===== src/rtl/pkt_encoder.sv =====
// Multi-source packet framer: arbitrates among show-ahead message FIFOs and emits
// PREFIX, ADDR, source id, length, data, checksum over a one-byte valid/ready link.
module pkt_encoder #(
   parameter int         N_SRC     = 4,
   parameter int         LEN_BYTES = 1,
   parameter logic [7:0] PREFIX    = 8'hA5,
   parameter logic [7:0] ADDR      = 8'h01,
   parameter int         ARB_MODE  = 0,
   parameter int         CHK_MODE  = 0,
   localparam int        SRC_W     = (N_SRC > 2) ? $clog2(N_SRC) : 1,
   localparam int        LEN_W     = 8 * LEN_BYTES
) (
   input  logic                   clk,
   input  logic                   rst,
   input  logic [N_SRC-1:0]       have_msg_bus,
   input  logic [8*N_SRC-1:0]     data_bus,
   input  logic [LEN_W*N_SRC-1:0] len_bus,
   output logic [N_SRC-1:0]       rdreq_bus,
   output logic [7:0]             tx_data,
   output logic                   tx_valid,
   input  logic                   tx_ready,
   output logic                   busy,
   output logic [SRC_W-1:0]       cur_src
);

   typedef enum logic [2:0] {
      IDLE     = 3'd0,
      PREFIX_S = 3'd1,
      ADDR_S   = 3'd2,
      SRC_S    = 3'd3,
      LEN_S    = 3'd4,
      DATA_S   = 3'd5,
      CHK_S    = 3'd6
   } state_t;

   localparam logic LEN2 = (LEN_BYTES == 2);

   state_t             state_r, state_nx_s;
   logic [7:0]         tx_data_r;
   logic               tx_valid_r;
   logic [SRC_W-1:0]   cur_src_r, last_grant_r;
   logic [LEN_W-1:0]   len_r, cnt_r, grant_len_s;
   logic [7:0]         chk_r, chk_nx_s, head_s, byte_s;
   logic               len_pend_r;
   logic               load_en_s, load_s, grant_s, ld_data_s, ld_chk_s, set_pend_s, clr_pend_s;
   logic               grant_vld_s, hit_s;
   logic [SRC_W-1:0]   grant_idx_s, cand_s;

   function automatic logic [SRC_W-1:0] wrap_idx(input int v);
      int w;
      w = (v >= N_SRC) ? (v - N_SRC) : v;
      return w[SRC_W-1:0];
   endfunction

   assign load_en_s = !tx_valid_r || tx_ready;

   // Arbiter: rotating scan from last grant + 1, or plain lowest-index priority
   always_comb begin
      grant_vld_s = 1'b0;
      grant_idx_s = {SRC_W{1'b0}};
      cand_s      = {SRC_W{1'b0}};
      hit_s       = 1'b0;
      for (int k = 0; k < N_SRC; k++) begin
         cand_s      = (ARB_MODE == 1) ? SRC_W'(k) : wrap_idx(int'(last_grant_r) + 1 + k);
         hit_s       = !grant_vld_s && have_msg_bus[cand_s];
         grant_idx_s = hit_s ? cand_s : grant_idx_s;
         grant_vld_s = grant_vld_s | hit_s;
      end
   end

   // Source muxes: head byte of the granted FIFO and length of the winning request
   always_comb begin
      head_s      = 8'h00;
      grant_len_s = {LEN_W{1'b0}};
      for (int i = 0; i < N_SRC; i++) begin
         head_s      = (cur_src_r == SRC_W'(i)) ? data_bus[8*i +: 8] : head_s;
         grant_len_s = (grant_idx_s == SRC_W'(i)) ? len_bus[LEN_W*i +: LEN_W] : grant_len_s;
      end
      chk_nx_s = (CHK_MODE == 1) ? (chk_r ^ head_s) : (chk_r + head_s);
   end

   // Framing FSM: state names the byte most recently placed in the output register
   always_comb begin
      state_nx_s = state_r;
      load_s     = 1'b0;
      byte_s     = 8'h00;
      grant_s    = 1'b0;
      ld_data_s  = 1'b0;
      ld_chk_s   = 1'b0;
      set_pend_s = 1'b0;
      clr_pend_s = 1'b0;
      if (load_en_s) begin
         case (state_r)
            // CHK_S also arbitrates so back-to-back frames need no idle cycle
            IDLE, CHK_S: begin
               if (grant_vld_s) begin
                  load_s     = 1'b1;
                  byte_s     = PREFIX;
                  grant_s    = 1'b1;
                  state_nx_s = PREFIX_S;
               end else begin
                  state_nx_s = IDLE;
               end
            end
            PREFIX_S: begin
               load_s     = 1'b1;
               byte_s     = ADDR;
               state_nx_s = ADDR_S;
            end
            ADDR_S: begin
               load_s     = 1'b1;
               byte_s     = 8'(cur_src_r);
               state_nx_s = SRC_S;
            end
            SRC_S: begin
               load_s     = 1'b1;
               byte_s     = len_r[LEN_W-1 -: 8];
               set_pend_s = 1'b1;
               state_nx_s = LEN_S;
            end
            LEN_S: begin
               load_s = 1'b1;
               if (len_pend_r) begin
                  byte_s     = len_r[7:0];
                  clr_pend_s = 1'b1;
               end else if (len_r == {LEN_W{1'b0}}) begin
                  byte_s     = 8'h00;
                  ld_chk_s   = 1'b1;
                  state_nx_s = CHK_S;
               end else begin
                  byte_s     = head_s;
                  ld_data_s  = 1'b1;
                  state_nx_s = DATA_S;
               end
            end
            DATA_S: begin
               load_s = 1'b1;
               if (cnt_r == len_r) begin
                  byte_s     = chk_r;
                  ld_chk_s   = 1'b1;
                  state_nx_s = CHK_S;
               end else begin
                  byte_s    = head_s;
                  ld_data_s = 1'b1;
               end
            end
            default: state_nx_s = IDLE;
         endcase
      end else begin
         state_nx_s = state_r;
      end
   end

   // State, output register, grant latch, data counter and checksum accumulator
   always_ff @(posedge clk or posedge rst) begin
      if (rst) begin
         state_r      <= IDLE;
         tx_data_r    <= 8'h00;
         tx_valid_r   <= 1'b0;
         cur_src_r    <= {SRC_W{1'b0}};
         last_grant_r <= SRC_W'(N_SRC - 1);
         len_r        <= {LEN_W{1'b0}};
         cnt_r        <= {LEN_W{1'b0}};
         chk_r        <= 8'h00;
         len_pend_r   <= 1'b0;
      end else begin
         state_r <= state_nx_s;
         if (load_s) begin
            tx_data_r  <= byte_s;
            tx_valid_r <= 1'b1;
         end else if (tx_ready) begin
            tx_valid_r <= 1'b0;
         end
         if (grant_s) begin
            cur_src_r    <= grant_idx_s;
            last_grant_r <= grant_idx_s;
            len_r        <= grant_len_s;
         end
         if (grant_s || ld_chk_s) begin
            cnt_r <= {LEN_W{1'b0}};
            chk_r <= 8'h00;
         end else if (ld_data_s) begin
            cnt_r <= cnt_r + LEN_W'(1);
            chk_r <= chk_nx_s;
         end
         if (set_pend_s) begin
            len_pend_r <= LEN2;
         end else if (clr_pend_s) begin
            len_pend_r <= 1'b0;
         end
      end
   end

   // Pop strobe is tied to the data load so exactly one pop accompanies each data byte
   assign rdreq_bus = ld_data_s ? ({{(N_SRC-1){1'b0}}, 1'b1} << cur_src_r) : {N_SRC{1'b0}};
   assign tx_data   = tx_data_r;
   assign tx_valid  = tx_valid_r;
   assign cur_src   = cur_src_r;
   assign busy      = (state_r != IDLE);

endmodule


===== config.mk =====
export PLATFORM = sky130hd
export DESIGN_NAME = pkt_encoder
export DESIGN_NICKNAME = d
export VERILOG_FILES = /design/src/rtl/pkt_encoder.sv
export SDC_FILE = /design/constraint.sdc
export NUM_CORES = 1
export LEC_CHECK = 0
export ABC_CLOCK_PERIOD_IN_PS = 2600
export CORE_AREA = 2 2 82 92
export CTS_BUF_LIST = sky130_fd_sc_hd__clkbuf_8 sky130_fd_sc_hd__clkbuf_16
export DETAILED_ROUTE_END_ITERATION = 8
export DIE_AREA = 0 0 84 94
export PLACE_DENSITY = 0.76
export SKIP_CTS_REPAIR_TIMING = 1
export SYNTH_ARGS = -nofsm -noshare
export SYNTH_HDL_FRONTEND = slang
export SYNTH_SLANG_ARGS = --single-unit

===== constraint.sdc =====
create_clock -name clk -period 2.6 [get_ports clk]
set_input_delay 0.52 -clock clk [delete_from_list [all_inputs] [get_ports clk]]
set_output_delay 0.52 -clock clk [all_outputs]
set_load 0.02 [all_outputs]

==> flow_summary.ini, run 1 <==
[outcome]
status = complete, but fails checks
failed_checks = negative setup slack

[die]
dieWidth_um = 84
num_rows = 32
core_area_um2 = 6930
die_area_um2 = 7900
chipHeight_um = 94
ioPinCount = 87
initial_core_util = 0.424

[setup_path]
setup.worst_path.start_class = primary input
cp_data_required_time_ns = 2.78
worstSetupPathType = in -> reg
launching_instance_or_port_of_the_critical_path = data_bus[24]
crit_buf_inv = 2
worst_ep_arrival_time_ns = 2.96
crit_fanout = 2
timing.critical_path.to_type = flip-flop
cp_top_family = compound AO/OA/AOI/OAI gates
r2r_start = cur_src[0]$_DFFE_PP0P_
critPathMaxStageDelay_ns = 0.52
cp_slowest_cell = mux4_2
crit_path_cell_trace = clkdlybuf4s50_1 -> mux4_2 -> ha_4 -> inv_1 -> fa_2 -> nor2b_1 -> o21ai_1 -> a21boi_2 -> o21a_1 -> or3_1 -> a32o_1

[synthesis]
flop_and_latch_count_out_of_synthesis = 40
synthesis.instances = 292
synth_enable_flop_cells = 0
synth_seq_area_share = 0.341
ys_dominant_reg_cell = dfrtp_1
syn_area_um2 = 2940
synth.net_count = 372
post_synth_main_area_contributors = dfrtp_1, mux2i_1, mux4_2, xnor2_1, nand2_1
synth_cell_types = 63
synth.top_cell.area_share = 0.323
postSynthAreaPerCell_um2 = 10.1
total_number_of_yosys_warnings = 0
synth_largest_area_cell = dfrtp_1
asyncSetResetFlopFracSynth = 1.00

[global_route]
grt.total_usage = 0.209
grt_pass1_wl_um = 13300
maximum_number_of_pins_on_one_net_before_global_route_repair = 41
global_route.overflow_total = 0
first_global_vias = 2715
grt_antenna_before_repair = 0

[routing]
drc = 0
first_pass_iters = 4
final_antenna_violating_net_count = 0
wl_per_cell_um = 16.0
finalWirelength_um = 7850
via_count = 2655
drt-vias-per-instance = 5.42
detail_route.iter0.violations = 127

[timing]
min_period_ns = 2.78
min_period_over_period = 1.07
hold_viol_final = 0
setup_violations = 1
worst_slew_margin_rel = 0.336
finalClockSkew_ns = 0.00846
max_slew.worst_pin.slew_ns = 0.992
slew_viol_final = 0
max_clock_freq_ghz = 0.359
setup_repair_after_global_routing_missed_its_margin = yes
postLayoutSetupSlackWorst_ns = -0.184
finalHoldWorstSlack_ns = 0.485

[clock_network]
cts_root_buf = clkbuf_8
htree_num_levels = 2
tritoncts_num_sinks = 40
clock_path_buffers = 2
tritoncts.num_buffers = 5
clk-insertion-delay-late_ns = 0.29
worst_setup_hold_path_clk_slew_ns = 0.08
cts_tree = yes

[cells_and_area]
final_layout_size_suffix_gt1_frac = 0.222
area_delta_synth_final_pct = 44.3
diodes = 0
layout.nets = 484

[pwr]
sw_frac_of_total = 0.428
portion_of_total_power_attributed_to_sequential_cells = 0.277
power_switching_mw = 1.86
clock_power_share = 0.101
leakagePower_nw = 1.80
comb_power_share = 0.622
intPower_mw = 2.48
ir_worst_vdd_v = 0.000491
power_density_nw_per_um2 = 1020
totalPowerFinal_mw = 4.33

[placement]
buffer_ports.inserted = 86
dp_worst_setup_slack_ns = -0.462
gp_congestion = 0.893
hpwl_um = 6230

[min_path]
worst_hold_path_type = reg -> reg
hp-start = tx_data[4]$_DFFE_PP0P_

[run]
max-cap-violations = 0
-- worst register-to-register path: stages, from the launching register on --
cell      delay [ns]
dfrtp_2         0.47
mux4_2          0.57
ha_4            0.19
inv_1           0.06
fa_2            0.20
nor2b_1         0.05
o21ai_1         0.19
a21boi_2        0.09
o21a_1          0.18
or3_1           0.31
a32o_1          0.25
-- registers in the layout, indices dropped and copies added, names as in the netlist --
signal	flops
cnt_r	8
state_r	3
len_r	8
tx_valid	1
chk_r	8
last_grant_r	2
cur_src	2
tx_data	8
-- power by group through the flow --
stage               registers (mW)  logic [mW]  clock network [mW]
global route                  1.25        2.96               0.473
detailed placement            1.20        2.64                   0
floorplan                     1.14        1.81                   0
global placement              1.19        2.59                   0
CTS                           1.19        2.65               0.448
finish                        1.20        2.69               0.437
-- final cells by class --
| cell class | instances | area [µm²] |
|---|---|---|
| inverter | 9 | 33.8 |
| tap | 85 | 106 |
| sequential | 40 | 1010 |
| clock inverter | 2 | 15.0 |
| multi-input combinational | 227 | 1850 |
| fill | 595 | 2690 |
| timing repair buffer | 121 | 1150 |
| clock buffer | 6 | 82.6 |
-- kinds of logic after synthesis --
group	after synthesis	synth area share
mux	45	0.191
fa+ha+maj	10	0.0443
flops	40	0.341
compound gates	68	0.171
xor+xnor	18	0.0536
buf+inv	25	0.0417
simple gates	86	0.157
-- layout by cell type, fill, tap and decap left out, drive strengths merged, types with 6 or more instances in the layout --
master and instances:
buf 35, xnor2 14, inv 9, mux2 10, nand3 6, clkdlybuf4s50 82, clkbuf 6, o21ai 22
nand2 33, nor2 21, a21oi 10, mux2i 27, ha 8, dfrtp 38, mux4 8
-- synthesized netlist by cell type (all sizes together) (2+ instances only) --
library cell and n:
a211oi 3, inv 9, nand4 3, mux4 8
xnor2 14, a222oi 3, o21ai 22, a2111oi 4
xor2 4, a31oi 4, nor4 4, dfstp 2
o21a 3, a21boi 2, clkbuf 4, nor2 21
nor3 4, mux2 10, a22o 2, dfrtp 38
or3 2, nor2b 2, nand3 6, nand3b 2
o31ai 3, mux2i 27, nand2b 4, a21oi 10
nand2 33, a221oi 4, nor3b 2, ha 8
buf 12
-- final timing paths --
kind | slack [ns] | end | cells after the start
worst max-delay path | -0.18 | chk_r[6]$_DFFE_PP0P_ | 11
worst min-delay path | 0.49 | tx_data[4]$_DFFE_PP0P_ | 2
worst min register to register | 0.49 | tx_data[4]$_DFFE_PP0P_ | 2
min in group asynchronous | 0.67 | len_r[3]$_DFFE_PP0P_ | 3
max in group asynchronous | 1.57 | cur_src[0]$_DFFE_PP0P_ | 3
worst max register to register | -0.08 | chk_r[6]$_DFFE_PP0P_ | 10
-- layer usage --
metal	GRT usage	routed length (µm)	up-vias
met3	0.0334	379	4
met1	0.280	3380	1278
met4	0.0444	67	0
met2	0.359	4020	64
li1	-	-	1309
met5	0	0	-
-- per-stage QoR --
| stage | std cells | setup TNS, ns | instance area [µm²] | util |
|---|---|---|---|---|
| final | 490 | -0.184 | 4240 | 0.612 |
| after CTS | 488 | -0.725 | 4180 | 0.604 |
| after global placement | 480 | -0.783 | 4080 | 0.590 |
| after global routing | 490 | -0.381 | 4240 | 0.612 |
| after detailed placement | 480 | -0.920 | 4080 | 0.590 |
| after floorplan | 292 | -0.133 | 2950 | - |
(Power assumes the default switching activity.)
==> inputs of run 2 (changes only) <==
==> config.mk (replaced) <==
export PLATFORM = sky130hd
export DESIGN_NAME = pkt_encoder
export DESIGN_NICKNAME = d
export VERILOG_FILES = /design/src/rtl/pkt_encoder.sv
export SDC_FILE = /design/constraint.sdc
export NUM_CORES = 1
export LEC_CHECK = 0
export ABC_CLOCK_PERIOD_IN_PS = 3200
export CORE_AREA = 2 2 78 88
export CTS_BUF_LIST = sky130_fd_sc_hd__clkbuf_8 sky130_fd_sc_hd__clkbuf_16
export DETAILED_ROUTE_END_ITERATION = 8
export DIE_AREA = 0 0 80 90
export PLACE_DENSITY = 0.79
export SKIP_CTS_REPAIR_TIMING = 1
export SYNTH_ARGS = -nofsm -noshare
export SYNTH_HDL_FRONTEND = slang
export SYNTH_SLANG_ARGS = --single-unit
==> constraint.sdc (replaced) <==
create_clock -name clk -period 3.2 [get_ports clk]
set_input_delay 0.64 -clock clk [delete_from_list [all_inputs] [get_ports clk]]
set_output_delay 0.64 -clock clk [all_outputs]
set_load 0.02 [all_outputs]
==> flow_summary.ini, run 2 (same netlist as run 1, synthesis figures left out) <==
[clock_network]
tritoncts_num_sinks = 40
cts_root_buf = clkbuf_8
cts_tree = yes
tritoncts.num_buffers = 5
clk-insertion-delay-late_ns = 0.30
worst_setup_hold_path_clk_slew_ns = 0.08
clock_path_buffers = 2
htree_num_levels = 2

[die]
core_area_um2 = 6360
num_rows = 31
chipHeight_um = 90
dieWidth_um = 80
ioPinCount = 87
initial_core_util = 0.462
die_area_um2 = 7200

[cells_and_area]
stdcell_count = 465
layout_common_cells = clkdlybuf4s50_1, dfrtp_1, nand2_1
multiInputGateArea_um2 = 1830
seq_area_um2 = 1000
final_layout_size_suffix_gt1_frac = 0.154
diodes = 0
area_delta_synth_final_pct = 37.4
stdcell_area_um2 = 4040
layout.filler_cells = 545
layout_commonest_cell = clkdlybuf4s50_1
layout.nets = 462

[routing]
first_pass_iters = 4
finalWirelength_um = 7900
via_count = 2642
drc = 0
wl_per_cell_um = 17.0
drt-vias-per-instance = 5.68
detail_route.iter0.violations = 158
final_antenna_violating_net_count = 0

[timing]
max_slew.worst_pin.slew_ns = 0.651
min_period_ns = 3.11
hold_viol_final = 0
worst_slew_margin_rel = 0.566
finalHoldWorstSlack_ns = 0.487
finalClockSkew_ns = 0.0111
slew_viol_final = 0
setup_violations = 0
setup_repair_after_global_routing_missed_its_margin = no
max_clock_freq_ghz = 0.321
min_period_over_period = 0.972

[setup_path]
worstSetupPathType = reg -> out
crit_path_cell_trace = xnor2_1 -> nand4_2 -> o21ai_4 -> nand2_4 -> nand2_1 -> nor3_1 -> clkdlybuf4s50_1
crit_fanout = 8
critPathMaxStageDelay_ns = 0.57
cp_data_required_time_ns = 2.56
worst_ep_arrival_time_ns = 2.47
timing.critical_path.to_type = output port
setup.worst_path.start_class = flip-flop
cp_slowest_cell = clkdlybuf4s50_1

[global_route]
use_met2 = 0.411
grt.total_usage = 0.224
top_usage_layer = met2
grtUsageMet1 = 0.252
maximum_number_of_pins_on_one_net_before_global_route_repair = 41
grt_pass1_wl_um = 12700
grt_antenna_before_repair = 0
first_global_vias = 2708
global_route.usage.met3 = 0.0542
global_route.overflow_total = 0

[pwr]
leakagePower_nw = 1.63
totalPowerFinal_mw = 3.40
power_density_nw_per_um2 = 842
ir_worst_vdd_v = 0.000402

[outcome]
status = complete, no violations

[placement]
dpl_cell_area_um2 = 3920
gp_congestion = 0.916
buffer_ports.inserted = 86
hpwl_um = 6300
placed_cells = 457

[min_path]
worst_hold_path_type = reg -> reg

[run]
max-cap-violations = 0
[run 2: where the power goes]
| group | internal (mW) | leakage (nW) | switching, mW |
|---|---|---|---|
| logic | 0.978 | 1.07 | 1.03 |
| registers | 0.715 | 0.505 | 0.272 |
| clock network | 0.228 | 0.0593 | 0.182 |
[run 2: worst paths after layout]
check                                  startpoint                          end  slack, ns  cells past startpoint
max                          cnt_r[4]$_DFFE_PP0P_                 rdreq_bus[0]       0.09                      7
min in group asynchronous                     rst         chk_r[1]$_DFFE_PP0P_       0.77                      3
max reg2reg                cur_src[0]$_DFFE_PP0P_         chk_r[6]$_DFFE_PP0P_       0.28                     10
max in group asynchronous                     rst  last_grant_r[1]$_DFFE_PP1P_       2.06                      3
min reg2reg                tx_data[1]$_DFFE_PP0P_       tx_data[1]$_DFFE_PP0P_       0.49                      2
min                        tx_data[1]$_DFFE_PP0P_       tx_data[1]$_DFFE_PP0P_       0.49                      2
[run 2: per-stage QoR]
stage	TNS, ns	utilization	worst slack [ns]
floorplan	0	-	0.253
global placement	0	0.616	0.0697
detailed placement	-0.00481	0.616	-0.00481
CTS	0	0.633	0.0857
global route	0	0.635	0.0115
finish	0	0.635	0.0893
[run 2: worst max-delay path: cells and delay by family, from the launching register on]
kind / cells / cell delay, ns
AND/OR/NAND/NOR: 4 / 0.52
AO/OA/AOI/OAI: 1 / 0.38
XOR/XNOR: 1 / 0.23
flip-flops: 1 / 0.46
buffers and inverters: 1 / 0.57
[run 2: area by class of cell]
type,count,area share
repair buffers,99,0.237
well taps,82,0.0254
multi-input cells,227,0.454
flip-flops and latches,40,0.248
clock buffers,5,0.0170
inverters,9,0.00836
clock inverters,3,0.00960
[run 2: layer usage]
| layer | part of all wire | wire length [µm] | up-vias |
|---|---|---|---|
| met4 | 0.019 | 153 | 0 |
| li1 | - | - | 1255 |
| met2 | 0.52 | 4110 | 130 |
| met5 | 0 | 0 | - |
| met3 | 0.087 | 690 | 15 |
| met1 | 0.37 | 2940 | 1242 |
